===== src/rtl/fir_coef_bank_if.sv =====
// Stream, read and status signals between the folding controller / loader
// and the double-buffered FIR coefficient store.
interface fir_coef_bank_if #(
  parameter int COEF_W = 10,
  parameter int CNT_W  = 6
);
  logic [CNT_W-1:0]  cnt;
  logic              rd_en;
  logic [COEF_W-1:0] coefficient;
  logic              coef_valid;
  logic              wr_valid;
  logic              wr_ready;
  logic [COEF_W-1:0] wr_data;
  logic              wr_last;
  logic              swap_req;
  logic              active_bank;
  logic              load_err;

  modport slave (
    input  cnt, rd_en, wr_valid, wr_data, wr_last, swap_req,
    output coefficient, coef_valid, wr_ready, active_bank, load_err
  );

  modport master (
    output cnt, rd_en, wr_valid, wr_data, wr_last, swap_req,
    input  coefficient, coef_valid, wr_ready, active_bank, load_err
  );
endinterface


===== src/rtl/fir_coef_bank.sv =====
// Double-buffered coefficient store: one registered coefficient per cycle from
// the active bank, shadow bank loaded over valid/ready and swapped at frame end.
module fir_coef_bank #(
  parameter int COEF_W    = 10,
  parameter int NTAPS     = 24,
  parameter int CNT_W     = 6,
  parameter int SYMMETRIC = 1
) (
  input  logic             clk,
  input  logic             rst,
  fir_coef_bank_if.slave   bus
);

  localparam int STORE_N = (SYMMETRIC != 0) ? (NTAPS + 1) / 2 : NTAPS;
  localparam int AW      = (STORE_N > 1) ? $clog2(STORE_N) : 1;

  // Range compares use one extra bit so NTAPS == 2**CNT_W does not wrap.
  localparam logic [CNT_W:0]   NTAPS_X    = (CNT_W + 1)'(NTAPS);
  localparam logic [CNT_W:0]   STORE_X    = (CNT_W + 1)'(STORE_N);
  localparam logic [CNT_W-1:0] LAST_TAP_C = CNT_W'(NTAPS - 1);
  localparam logic [AW-1:0]    PTR_LAST   = AW'(STORE_N - 1);

  typedef enum logic [1:0] {
    ST_IDLE,
    ST_LOAD,
    ST_PEND
  } state_e;

  state_e            state_q;
  logic [AW-1:0]     ptr_q;
  logic              wr_ready_q;
  logic              load_err_q;
  logic              active_bank_q;
  logic [COEF_W-1:0] coef_q, coef_d;
  logic              coef_valid_q, coef_valid_d;
  logic [COEF_W-1:0] bank_q [2][STORE_N];

  logic              rd_in_range;
  logic [CNT_W-1:0]  addr_full;
  logic [AW-1:0]     rd_addr;
  logic              wr_fire;
  logic              ptr_at_last;

  assign wr_fire     = bus.wr_valid & wr_ready_q;
  assign ptr_at_last = (ptr_q == PTR_LAST);

  // NOTE: every signal assigned in always_comb gets a default first, so no
  // path can leave it unassigned and infer a latch.
  always_comb begin
    rd_in_range  = ({1'b0, bus.cnt} < NTAPS_X);
    addr_full    = bus.cnt;
    if ((SYMMETRIC != 0) && !({1'b0, bus.cnt} < STORE_X)) begin
      addr_full = LAST_TAP_C - bus.cnt;
    end
    rd_addr      = addr_full[AW-1:0];
    coef_d       = coef_q;
    coef_valid_d = 1'b0;
    if (bus.rd_en) begin
      if (rd_in_range) begin
        coef_d       = bank_q[active_bank_q][rd_addr];
        coef_valid_d = 1'b1;
      end else begin
        coef_d = '0;
      end
    end
  end

  // NOTE: sequential state is written with non-blocking assignments only, so
  // every register samples pre-edge values regardless of block ordering.
  always_ff @(posedge clk or posedge rst) begin
    if (rst) begin
      coef_q       <= '0;
      coef_valid_q <= 1'b0;
    end else begin
      coef_q       <= coef_d;
      coef_valid_q <= coef_valid_d;
    end
  end

  // NOTE: the banks carry a reset on purpose: a reset must leave both sets at
  // zero, which rules out plain RAM macros without a clear port.
  always_ff @(posedge clk or posedge rst) begin
    if (rst) begin
      for (int b = 0; b < 2; b++) begin
        for (int i = 0; i < STORE_N; i++) begin
          bank_q[b][i] <= '0;
        end
      end
    end else if (wr_fire) begin
      bank_q[~active_bank_q][ptr_q] <= bus.wr_data;
    end
  end

  // Load / swap controller; wr_ready and load_err are registered outputs.
  always_ff @(posedge clk or posedge rst) begin
    if (rst) begin
      state_q       <= ST_IDLE;
      ptr_q         <= '0;
      wr_ready_q    <= 1'b1;
      load_err_q    <= 1'b0;
      active_bank_q <= 1'b0;
    end else begin
      load_err_q <= 1'b0;
      unique case (state_q)
        ST_IDLE, ST_LOAD: begin
          if (wr_fire) begin
            if (bus.wr_last && ptr_at_last) begin
              state_q    <= ST_PEND;
              wr_ready_q <= 1'b0;
              ptr_q      <= '0;
            end else if (bus.wr_last || ptr_at_last) begin
              state_q    <= ST_IDLE;
              load_err_q <= 1'b1;
              ptr_q      <= '0;
            end else begin
              state_q <= ST_LOAD;
              ptr_q   <= ptr_q + 1'b1;
            end
          end
        end
        ST_PEND: begin
          if (bus.swap_req) begin
            active_bank_q <= ~active_bank_q;
            state_q       <= ST_IDLE;
            wr_ready_q    <= 1'b1;
          end
        end
        default: begin
          state_q    <= ST_IDLE;
          ptr_q      <= '0;
          wr_ready_q <= 1'b1;
        end
      endcase
    end
  end

  assign bus.coefficient = coef_q;
  assign bus.coef_valid  = coef_valid_q;
  assign bus.wr_ready    = wr_ready_q;
  assign bus.active_bank = active_bank_q;
  assign bus.load_err    = load_err_q;

endmodule


===== src/flat_wrapper.sv =====
// flat-port wrapper written by rule: the top's interface ports become plain ports
module fir_coef_bank_flat 
#(
  parameter int COEF_W    = 10,
  parameter int NTAPS     = 24,
  parameter int CNT_W     = 6,
  parameter int SYMMETRIC = 1
)
  (clk, rst, bus_cnt, bus_rd_en, bus_wr_valid, bus_wr_data, bus_wr_last, bus_swap_req, bus_coefficient, bus_coef_valid, bus_wr_ready, bus_active_bank, bus_load_err);
  fir_coef_bank_if #(.COEF_W(COEF_W), .CNT_W(CNT_W)) bus_i ();
  input  logic clk;
  input  logic rst;
  input wire logic [$bits(bus_i.cnt)-1:0] bus_cnt;
  input wire logic [$bits(bus_i.rd_en)-1:0] bus_rd_en;
  input wire logic [$bits(bus_i.wr_valid)-1:0] bus_wr_valid;
  input wire logic [$bits(bus_i.wr_data)-1:0] bus_wr_data;
  input wire logic [$bits(bus_i.wr_last)-1:0] bus_wr_last;
  input wire logic [$bits(bus_i.swap_req)-1:0] bus_swap_req;
  output wire logic [$bits(bus_i.coefficient)-1:0] bus_coefficient;
  output wire logic [$bits(bus_i.coef_valid)-1:0] bus_coef_valid;
  output wire logic [$bits(bus_i.wr_ready)-1:0] bus_wr_ready;
  output wire logic [$bits(bus_i.active_bank)-1:0] bus_active_bank;
  output wire logic [$bits(bus_i.load_err)-1:0] bus_load_err;
  assign bus_i.cnt = bus_cnt;
  assign bus_i.rd_en = bus_rd_en;
  assign bus_i.wr_valid = bus_wr_valid;
  assign bus_i.wr_data = bus_wr_data;
  assign bus_i.wr_last = bus_wr_last;
  assign bus_i.swap_req = bus_swap_req;
  assign bus_coefficient = bus_i.coefficient;
  assign bus_coef_valid = bus_i.coef_valid;
  assign bus_wr_ready = bus_i.wr_ready;
  assign bus_active_bank = bus_i.active_bank;
  assign bus_load_err = bus_i.load_err;
  fir_coef_bank #(.COEF_W(COEF_W), .NTAPS(NTAPS), .CNT_W(CNT_W), .SYMMETRIC(SYMMETRIC)) u_core (.clk(clk), .rst(rst), .bus(bus_i));
endmodule

===== config.mk =====
export PLATFORM = sky130hd
export DESIGN_NAME = fir_coef_bank_flat
export DESIGN_NICKNAME = d
export VERILOG_FILES = /design/src/rtl/fir_coef_bank_if.sv /design/src/rtl/fir_coef_bank.sv /design/src/flat_wrapper.sv
export SDC_FILE = /design/constraint.sdc
export NUM_CORES = 1
export LEC_CHECK = 0
export ABC_CLOCK_PERIOD_IN_PS = 7100
export BUFFER_PORTS_ARGS = -buffer_cell sky130_fd_sc_hd__buf_4
export CAP_MARGIN = 10
export CORE_ASPECT_RATIO = 1.1
export CORE_MARGIN = 4
export CORE_UTILIZATION = 35
export DETAILED_ROUTE_END_ITERATION = 7
export GPL_ROUTABILITY_DRIVEN = 0
export HOLD_SLACK_MARGIN = 0.02
export PLACE_DENSITY = 0.57
export SLEW_MARGIN = 20
export SYNTH_ARGS = -nofsm -noshare
export SYNTH_HDL_FRONTEND = slang
export SYNTH_SLANG_ARGS = --single-unit

===== constraint.sdc =====
create_clock -name clk -period 7.1 [get_ports clk]
set_input_delay 0 -clock clk [delete_from_list [all_inputs] [get_ports clk]]
set_output_delay 0 -clock clk [all_outputs]
set_load 0.01 [all_outputs]

==> qor.txt, run 1 <==
status: finished clean
final net count: 965
Post-Synth Simple-Gate Area: 5.788%
register area: 6507 µm²
die width: 185.3 µm
later-pin clock latency in the skew report: 0.55 ns
Slew Limit Fails: 0
critical setup path kind: flop to flop
area of the multi-input gates: 5334 µm²
sw power: 0.001228 W
Comb pwr share: 20.7%
post-synthesis mux area share: 31.07%
layout cells sized above 1: 38.87%
FF-to-FF End: u_core.bank_q[162]$_DFFE_PP0P_
site row count: 71
Core Box Area: 34200 µm²
total of max-cap violations: 0
antenna-violating nets left: 0
worst r2r src: u_core.bus.active_bank$_DFFE_PP0P_
cell accounting for the most synthesized area: dfrtp_1
fmax: 371.8 MHz
Mapped Area: 12110 µm²
Residual DRC: 0
Pre-antenna DRT Iters: 5
Placed Cells: 1325
Setup crit start kind: flop
Post-CTS Resized: 0
Peak VDD IR: 0.2118 mV
Total Routed Length: 31.64 mm
Distinct cells, synth: 59
top cells by area, synth: dfrtp_1, mux2_2, mux4_2, mux2i_1, nand2_1
Seq/Total Area, Yosys: 53.76%
Post-synth EDFFs: 0
Seq pwr share: 46.6%
H-tree levels: 1
R2R cell count: 5
largest family of logic cells by synthesized area: multiplexers
power per cell area: 327.4 nW/µm²
Die Y-Extent: 203.1 µm
minimum clock period: 2.689 ns
Commonest cells post-synth: dfrtp_1, mux2_2, nand2_1, mux2i_1, clkbuf_1
Core Util, Final: 40.70%
clk root buf: clkbuf_16
M1 wire length: 14.17 mm
ys async rst share: 100.0%
crit path DAT: 3.11 ns
IO Port Bufs: 35
clock skew after layout: 0.01876 ns
CTS tree: built
endpoints failing setup: 0
worst setup margin: 4.411 ns
global-route usage over all layers: 16.99%
Slew headroom: 33.98%
unrepaired setup endpoints after global routing: no
leakage: 6.442 nW
CTS Hold Buffers Added: 19
area of the die: 37630 µm²
switch share: 26.96%
clock buffer depth: 3
Final Hold Fails: 0
Initial Util: 35.39%
Final HPWL DP: 20.41 mm
grt ovf: 0
# Post-CTS Setup Buffers: 0
post-route insts no fill: 1395
Syn-to-layout area delta: 14.98%
P_int: 0.003328 W
pin count of the biggest net entering global routing: 162
vias in the first global route: 7729
vias per std cell: 5.462
Final Cycle Share: 37.88%
Synth Warn #: 0
Clock Sinks: 260
post-synthesis xor/xnor area fraction: 0.9406%
most common cell in the synthesized netlist: dfrtp_1
Tightest Hold Check Type: input port to async pin
post-synthesis compound-gate area fraction: 5.395%
register-to-register setup slack: 4.41 ns
Clk pwr share: 32.7%
IO Pins: 36
Via Count: 7620
largest fanout on the critical path: 32
met3 routed WL: 1.508 mm
Mapped Cells: 897
Setup crit end kind: flop
measured slew at the worst slew-check pin: 0.9904 ns
Post-Route Setup TNS: 0 ns
critical path required time: 7.52 ns
clk slew on worst S/H paths: 0.06 ns
FF+latch count, synth: 260
Avg Inst Size Synth: 13.50 µm²
Mapped Nets: 926
Diodes inserted: 0
uppermost layer routed: met4
first-pass GRT wire length: 49.07 mm
fillcell total: 3210
Detail Route met2 WL: 15.25 mm
Iter 0 DRT Violations: 493
total CTS buffers: 28
ys flop type: dfrtp_1
adder-cell area share of the yosys netlist: 0.7235%
pre-CTS setup slack: 4.359 ns
Yosys top cell area share: 53.54%
initial antenna violation count: 0
DR WL/cell: 22.68 µm
==> layout by cell type, fill, tap and decap left out, types with 6 or more instances in the layout <==
cell           synthesis  routed
a21oi_1               20      19
a32oi_1                9       9
buf_4                  1      42
clkbuf_16              0      29
clkbuf_8               0      12
clkinv_2               0       6
dfrtp_1              259     259
dlygate4sd3_1          0      19
ha_1                   7       7
inv_1                  8       7
mux2_2               241     241
mux2i_1               45      45
mux4_2                23      23
nand2_1               85      85
nand3_1               18      18
nor2_1                17      16
nor3_1                 9       9
o21ai_0               13      13
o21ai_1                6       6
o221ai_1               7       7
o22ai_1               15      15
==> how the worst max path moves through the flow <==
stage	start	to	cells after the start	slack, ns
floorplan	rst	u_core.bank_q[0]$_DFFE_PP0P_	1	3.67
global placement	bus_cnt[2]	u_core.bus.coefficient[5]$_DFFE_PP0P_	7	4.42
detailed placement	bus_cnt[2]	u_core.bus.coefficient[5]$_DFFE_PP0P_	7	4.36
CTS	u_core.bus.active_bank$_DFFE_PP0P_	u_core.bank_q[160]$_DFFE_PP0P_	5	4.37
global route	u_core.bus.active_bank$_DFFE_PP0P_	u_core.bank_q[181]$_DFFE_PP0P_	5	4.17
finish	u_core.bus.active_bank$_DFFE_PP0P_	u_core.bank_q[162]$_DFFE_PP0P_	5	4.41
==> area by class of cell <==
cell class,count,share of cell area (%)
Clock buffer,43,6.455
Clock inverter,8,0.4854
Inverter,9,0.2697
Multi-Input combinational cell,575,38.32
Sequential cell,260,46.75
Tap cell,438,3.937
Timing Repair Buffer,62,3.776
==> power groups by stage <==
stage	Sequential [W]	Combinational (W)	Clock [W]
CTS	0.00212	0.000955	0.00153
finish	0.00212	0.000943	0.00149
floorplan	0.00207	0.000735	0
global placement	0.00213	0.000924	0
detailed placement	0.00215	0.000945	0
global route	0.00217	0.00103	0.00159
==> flip-flops by register name (all words and copies together) (netlist names) <==
| name | flops |
|---|---|
| u_core.bus.load_err | 1 |
| u_core.state_q | 2 |
| u_core.ptr_q | 4 |
| u_core.bus.wr_ready | 1 |
| u_core.bus.coef_valid | 1 |
| u_core.bank_q | 240 |
| u_core.bus.coefficient | 10 |
| u_core.bus.active_bank | 1 |
==> layer usage <==
metal | track usage (%) | vias up
li1 | - | 3382
met1 | 23.95 | 4023
met2 | 27.56 | 166
met3 | 2.777 | 49
met4 | 4.090 | 0
met5 | 0 | -
==> worst max-delay path, cell delays in order, from the launching register on <==
cell	delay, ns
dfrtp_1	0.36
buf_4	0.43
nand3_1	0.30
nor3b_1	0.54
nand2_1	0.53
mux2_2	0.42
==> metrics by stage <==
| step | area [µm²] | hold slack [ns] | power (W) |
|---|---|---|---|
| 3_3_place_gp | 12760 | 0.1725 | 0.003056 |
| 6_report | 13920 | 0.1596 | 0.004556 |
| 3_5_place_dp | 12760 | 0.1794 | 0.003092 |
| 2_1_floorplan | 12110 | 0.1114 | 0.002806 |
| 4_1_cts | 13910 | 0.1551 | 0.004604 |
| 5_1_grt | 13920 | 0.2259 | 0.004794 |
==> kinds of logic after synthesis <==
logic type	Yosys count
simple gates	154
compound gates	95
xor+xnor	7
flops	260
fa+ha+maj	7
mux	312
buf+inv	62
No activity file was read; power rests on OpenSTA's default activity.
==> inputs of run 2 (changes only) <==
- ABC_CLOCK_PERIOD_IN_PS: 7100 -> 2300
- clock period: 7.1 -> 2.3 ns (I/O delays scaled with it)
==> qor.txt, run 2 (synthesis results as in run 1) <==
status: finished clean
crit path to: u_core.bus.coefficient[8]$_DFFE_PP0P_
measured slew at the worst slew-check pin: 1.109 ns
final net count: 1017
clock buffer depth: 3
critical setup path kind: input port to flop
initial antenna violation count: 0
Final Hold Fails: 0
Largest register FFs: 240
fmax: 458.9 MHz
Final Cycle Share: 94.75%
pin count of the biggest net entering global routing: 95
total of max-cap violations: 0
DR WL/cell: 22.56 µm
grt ovf: 0
Die Y-Extent: 203.1 µm
vias per std cell: 5.382
antenna-violating nets left: 0
final instance area: 14380 µm²
Via Count: 7782
Core Box Area: 34200 µm²
minimum clock period: 2.179 ns
clock skew after layout: 0.01114 ns
largest fanout on the critical path: 12
later-pin clock latency in the skew report: 0.54 ns
Residual DRC: 0
Peak VDD IR: 0.5435 mV
Diodes inserted: 0
critical path required time: 2.71 ns
Placed Area: 13310 µm²
global-route usage over all layers: 17.47%
Iter 0 DRT Violations: 499
area of the die: 37630 µm²
Setup crit start kind: input port
first-pass GRT wire length: 50.67 mm
layout cells sized above 1: 41.77%
Critical Path Source: bus_cnt[5]
R2R cell count: 6
IO Pins: 36
worst r2r src: u_core.bus.wr_ready$_DFFE_PP1P_
Clock Sinks: 260
Syn-to-layout area delta: 18.76%
Tightest Hold Check Type: input port to async pin
Final HPWL DP: 21.25 mm
most common cell after layout, fill and taps aside: dfrtp_1
H-tree levels: 1
IO Port Bufs: 35
leakage: 6.694 nW
vias in the first global route: 8066
clk root buf: clkbuf_16
clk slew on worst S/H paths: 0.07 ns
Core Util, Final: 42.03%
Biggest register: u_core.bank_q
Total Routed Length: 32.62 mm
endpoints failing setup: 0
register-to-register setup slack: 0.17 ns
site row count: 71
FF-to-FF End: u_core.bank_q[102]$_DFFE_PP0P_
Slew headroom: 25.92%
CTS tree: built
total CTS buffers: 27
die width: 185.3 µm
most frequent cells in the layout: dfrtp_1, mux2_2, nand2_1
Pre-antenna DRT Iters: 4
Slew Limit Fails: 0
Setup crit end kind: flop
crit path DAT: 2.59 ns
Initial Util: 35.39%
fillcell total: 3148
power per cell area: 958.7 nW/µm²
-- run 2: how the worst min path moves through the flow --
| stage | end | slack (ns) | depth (start not counted) |
|---|---|---|---|
| 2_1_floorplan | u_core.state_q[1]$_DFFE_PP0P_ | 0.11 | 1 |
| 3_3_place_gp | u_core.bank_q[16]$_DFFE_PP0P_ | 0.05 | 2 |
| 3_5_place_dp | u_core.bank_q[16]$_DFFE_PP0P_ | 0.05 | 2 |
| 4_1_cts | u_core.bank_q[16]$_DFFE_PP0P_ | 0.04 | 3 |
| 5_1_grt | u_core.bank_q[155]$_DFFE_PP0P_ | 0.07 | 3 |
| 6_report | u_core.bank_q[16]$_DFFE_PP0P_ | 0.04 | 3 |
-- run 2: per-stage QoR --
step / TNS [ns] / power, W / hold slack (ns) / setup WS (ns) / std cells
after floorplan: -292.05 / 0.008662 / 0.1114 / -1.127 / 897
after global placement: 0 / 0.009494 / 0.04868 / 0.006742 / 1376
after detailed placement: -0.01429 / 0.009606 / 0.05125 / -0.01429 / 1376
after CTS: 0 / 0.01390 / 0.04198 / 0.01149 / 1444
after global routing: -0.001336 / 0.01448 / 0.06717 / -0.001336 / 1446
final: 0 / 0.01378 / 0.04196 / 0.1208 / 1446
-- run 2: what timing repair did --
item	in CTS	in global routing
setup buffers	0	2
endpoints found under the hold margin	488	0
resized for setup	0	4
endpoints found under the setup margin	0	9
hold buffers	19	0
-- run 2: worst max-delay path, cell delays in order --
cell	delay, ns
dlygate4sd3_1	0.54
buf_4	0.18
or4b_2	0.69
nand2_2	0.11
mux4_2	0.51
a2111oi_2	0.42
o31ai_1	0.13
-- run 2: routing by layer --
| layer | up-vias | share of wire, % | global-route usage (%) |
|---|---|---|---|
| li1 | 3480 | - | - |
| met1 | 4112 | 45 | 24.41 |
| met2 | 142 | 49 | 28.70 |
| met3 | 48 | 4.0 | 2.437 |
| met4 | 0 | 2.4 | 4.536 |
| met5 | - | 0 | 0 |
-- run 2: final cells by class --
cell class | count | area (µm²) | area share, %
Inverter | 9 | 37.54 | 0.2611
Sequential cell | 260 | 6507 | 45.27
Timing Repair Buffer | 115 | 1099 | 7.641
Multi-Input combinational cell | 575 | 5339 | 37.14
Clock buffer | 36 | 749.5 | 5.213
Clock inverter | 13 | 96.34 | 0.6701
Tap cell | 438 | 548.0 | 3.812
-- run 2: report_power, final --
group	switching [W]	internal (W)	total, W
Combinational	0.00125	0.00174	0.00299
Clock	0.00183	0.00240	0.00423
Sequential	0.000691	0.00587	0.00656
==> inputs of run 3 (changes only) <==
- CORE_UTILIZATION: 35 -> 45
- PLACE_DENSITY: 0.57 -> 0.68
==> qor.txt, run 3 (synthesis results as in run 1) <==
status: finished, violations left
failing checks: negative setup slack
Largest register FFs: 240
Biggest register: u_core.bank_q
leakage: 6.755 nW
Iter 0 DRT Violations: 478
Top cell by count, worst path: nand2_1
total of max-cap violations: 0
clk root buf: clkbuf_16
Total Routed Length: 30.31 mm
DR WL/cell: 22.19 µm
largest fanout on the critical path: 10
Tightest Hold Check Type: input port to async pin
Via Count: 7886
Pre-antenna DRT Iters: 5
Final HPWL DP: 20.44 mm
first-pass GRT wire length: 48.22 mm
fillcell total: 2159
pre-CTS setup slack: -0.06793 ns
layout cells sized above 1: 42.31%
Setup crit start kind: flop
total CTS buffers: 27
minimum clock period: 2.425 ns
grt ovf: 0
Clock Sinks: 260
slowest CP cell: dfstp_2
IO Pins: 36
Core Util, Final: 54.68%
area of the die: 29590 µm²
most common cell after layout, fill and taps aside: dfrtp_1
Die Y-Extent: 180.0 µm
Fin Hold WS: 0.04016 ns
critical setup path kind: flop to flop
pin count of the biggest net entering global routing: 53
die width: 164.4 µm
global-route usage over all layers: 20.81%
Residual DRC: 0
CP cell instances: nand2_1, nor4_1, nand2_1, mux2_2
endpoints failing setup: 20
initial antenna violation count: 0
clock buffer depth: 3
Final Hold Fails: 0
vias in the first global route: 8150
later-pin clock latency in the skew report: 0.54 ns
vias per std cell: 5.773
clk slew on worst S/H paths: 0.06 ns
Syn-to-layout area delta: 18.78%
critical path required time: 2.72 ns
Initial Util: 46.03%
site row count: 62
crit path DAT: 2.84 ns
worst setup margin: -0.1255 ns
final net count: 1023
antenna-violating nets left: 0
Slew headroom: 35.94%
measured slew at the worst slew-check pin: 0.9610 ns
Final Cycle Share: 105.5%
IO Port Bufs: 35
most frequent cells in the layout: dfrtp_1, mux2_2, buf_4
max incr delay on CP: 0.58 ns
CTS tree: built
Diodes inserted: 0
fmax: 412.3 MHz
power per cell area: 979.7 nW/µm²
Setup crit end kind: flop
H-tree levels: 1
Peak VDD IR: 0.4423 mV
unrepaired setup endpoints after global routing: yes
Slew Limit Fails: 0
clock skew after layout: 0.008954 ns
Core Box Area: 26300 µm²
[run 3: cell types whose count changed in the layout (fill, tap and decap cells not counted), moves of 2 or more]
| cell | previous run | this run |
|---|---|---|
| buf_4 | 81 | 88 |
| clkbuf_8 | 4 | 10 |
| clkinv_2 | 10 | 5 |
| buf_12 | 15 | 13 |
| clkbuf_1 | 5 | 3 |
[run 3: final timing paths]
kind	start	to	slack, ns	cells after the start
max	u_core.bus.wr_ready$_DFFE_PP1P_	u_core.bank_q[119]$_DFFE_PP0P_	-0.13	4
min	rst	u_core.ptr_q[1]$_DFFE_PP0P_	0.04	3
max reg2reg	u_core.bus.wr_ready$_DFFE_PP1P_	u_core.bank_q[119]$_DFFE_PP0P_	-0.13	4
min reg2reg	u_core.bank_q[6]$_DFFE_PP0P_	u_core.bank_q[6]$_DFFE_PP0P_	0.50	1
max in group asynchronous	rst	u_core.bank_q[127]$_DFFE_PP0P_	1.31	5
min in group clk	bus_cnt[5]	u_core.bus.coefficient[8]$_DFFE_PP0P_	0.12	6
[run 3: critical path: cells and delay by family, from the launching register on]
family / cells / cell delay, ns
AND/OR/NAND/NOR: 3 / 1.31
flip-flops: 1 / 0.58
multiplexers: 1 / 0.42
[run 3: final cells by class]
class	instances	area (µm²)	area share [%]
well taps	352	440.4	3.063
clock buffers	40	824.5	5.734
multi-input cells	575	5345	37.17
clock inverters	9	102.6	0.7135
inverters	9	37.54	0.2611
repair buffers	121	1121	7.797
flip-flops and latches	260	6507	45.26
[run 3: layer usage]
| metal | GRT usage, % | vias up | wire length, µm |
|---|---|---|---|
| met5 | 0 | - | 0 |
| met4 | 5.724 | 0 | 728 |
| met3 | 2.425 | 53 | 1329 |
| met2 | 33.74 | 213 | 14770 |
| met1 | 29.87 | 4127 | 13480 |
| li1 | - | 3493 | - |
[run 3: report_power, final]
| group | switching, W | internal [W] |
|---|---|---|
| Clock | 0.00179 | 0.00270 |
| Sequential | 0.000719 | 0.00587 |
| Combinational | 0.00126 | 0.00175 |
| Total | 0.00377 | 0.0103 |
[run 3: repair_timing]
item | CTS | global route
cloned | 0 | 0
buffers inserted | 0 | 5
setup endpoints to repair | 30 | 31
pin swaps | 0 | 1
endpoints found under the hold margin | 393 | 0
resized for setup | 1 | 5
hold buffers | 20 | 0
[run 3: through the flow]
| stage | instances | total power [W] | cell area (µm²) | setup TNS, ns |
|---|---|---|---|---|
| 4_1_cts | 1361 | 0.01414 | 14300 | -1.104 |
| 2_1_floorplan | 897 | 0.008662 | 12110 | -292.05 |
| 5_1_grt | 1366 | 0.01476 | 14380 | -2.379 |
| 3_5_place_dp | 1292 | 0.009611 | 13170 | -1.493 |
| 6_report | 1366 | 0.01409 | 14380 | -2.375 |
| 3_3_place_gp | 1292 | 0.009456 | 13170 | -1.172 |
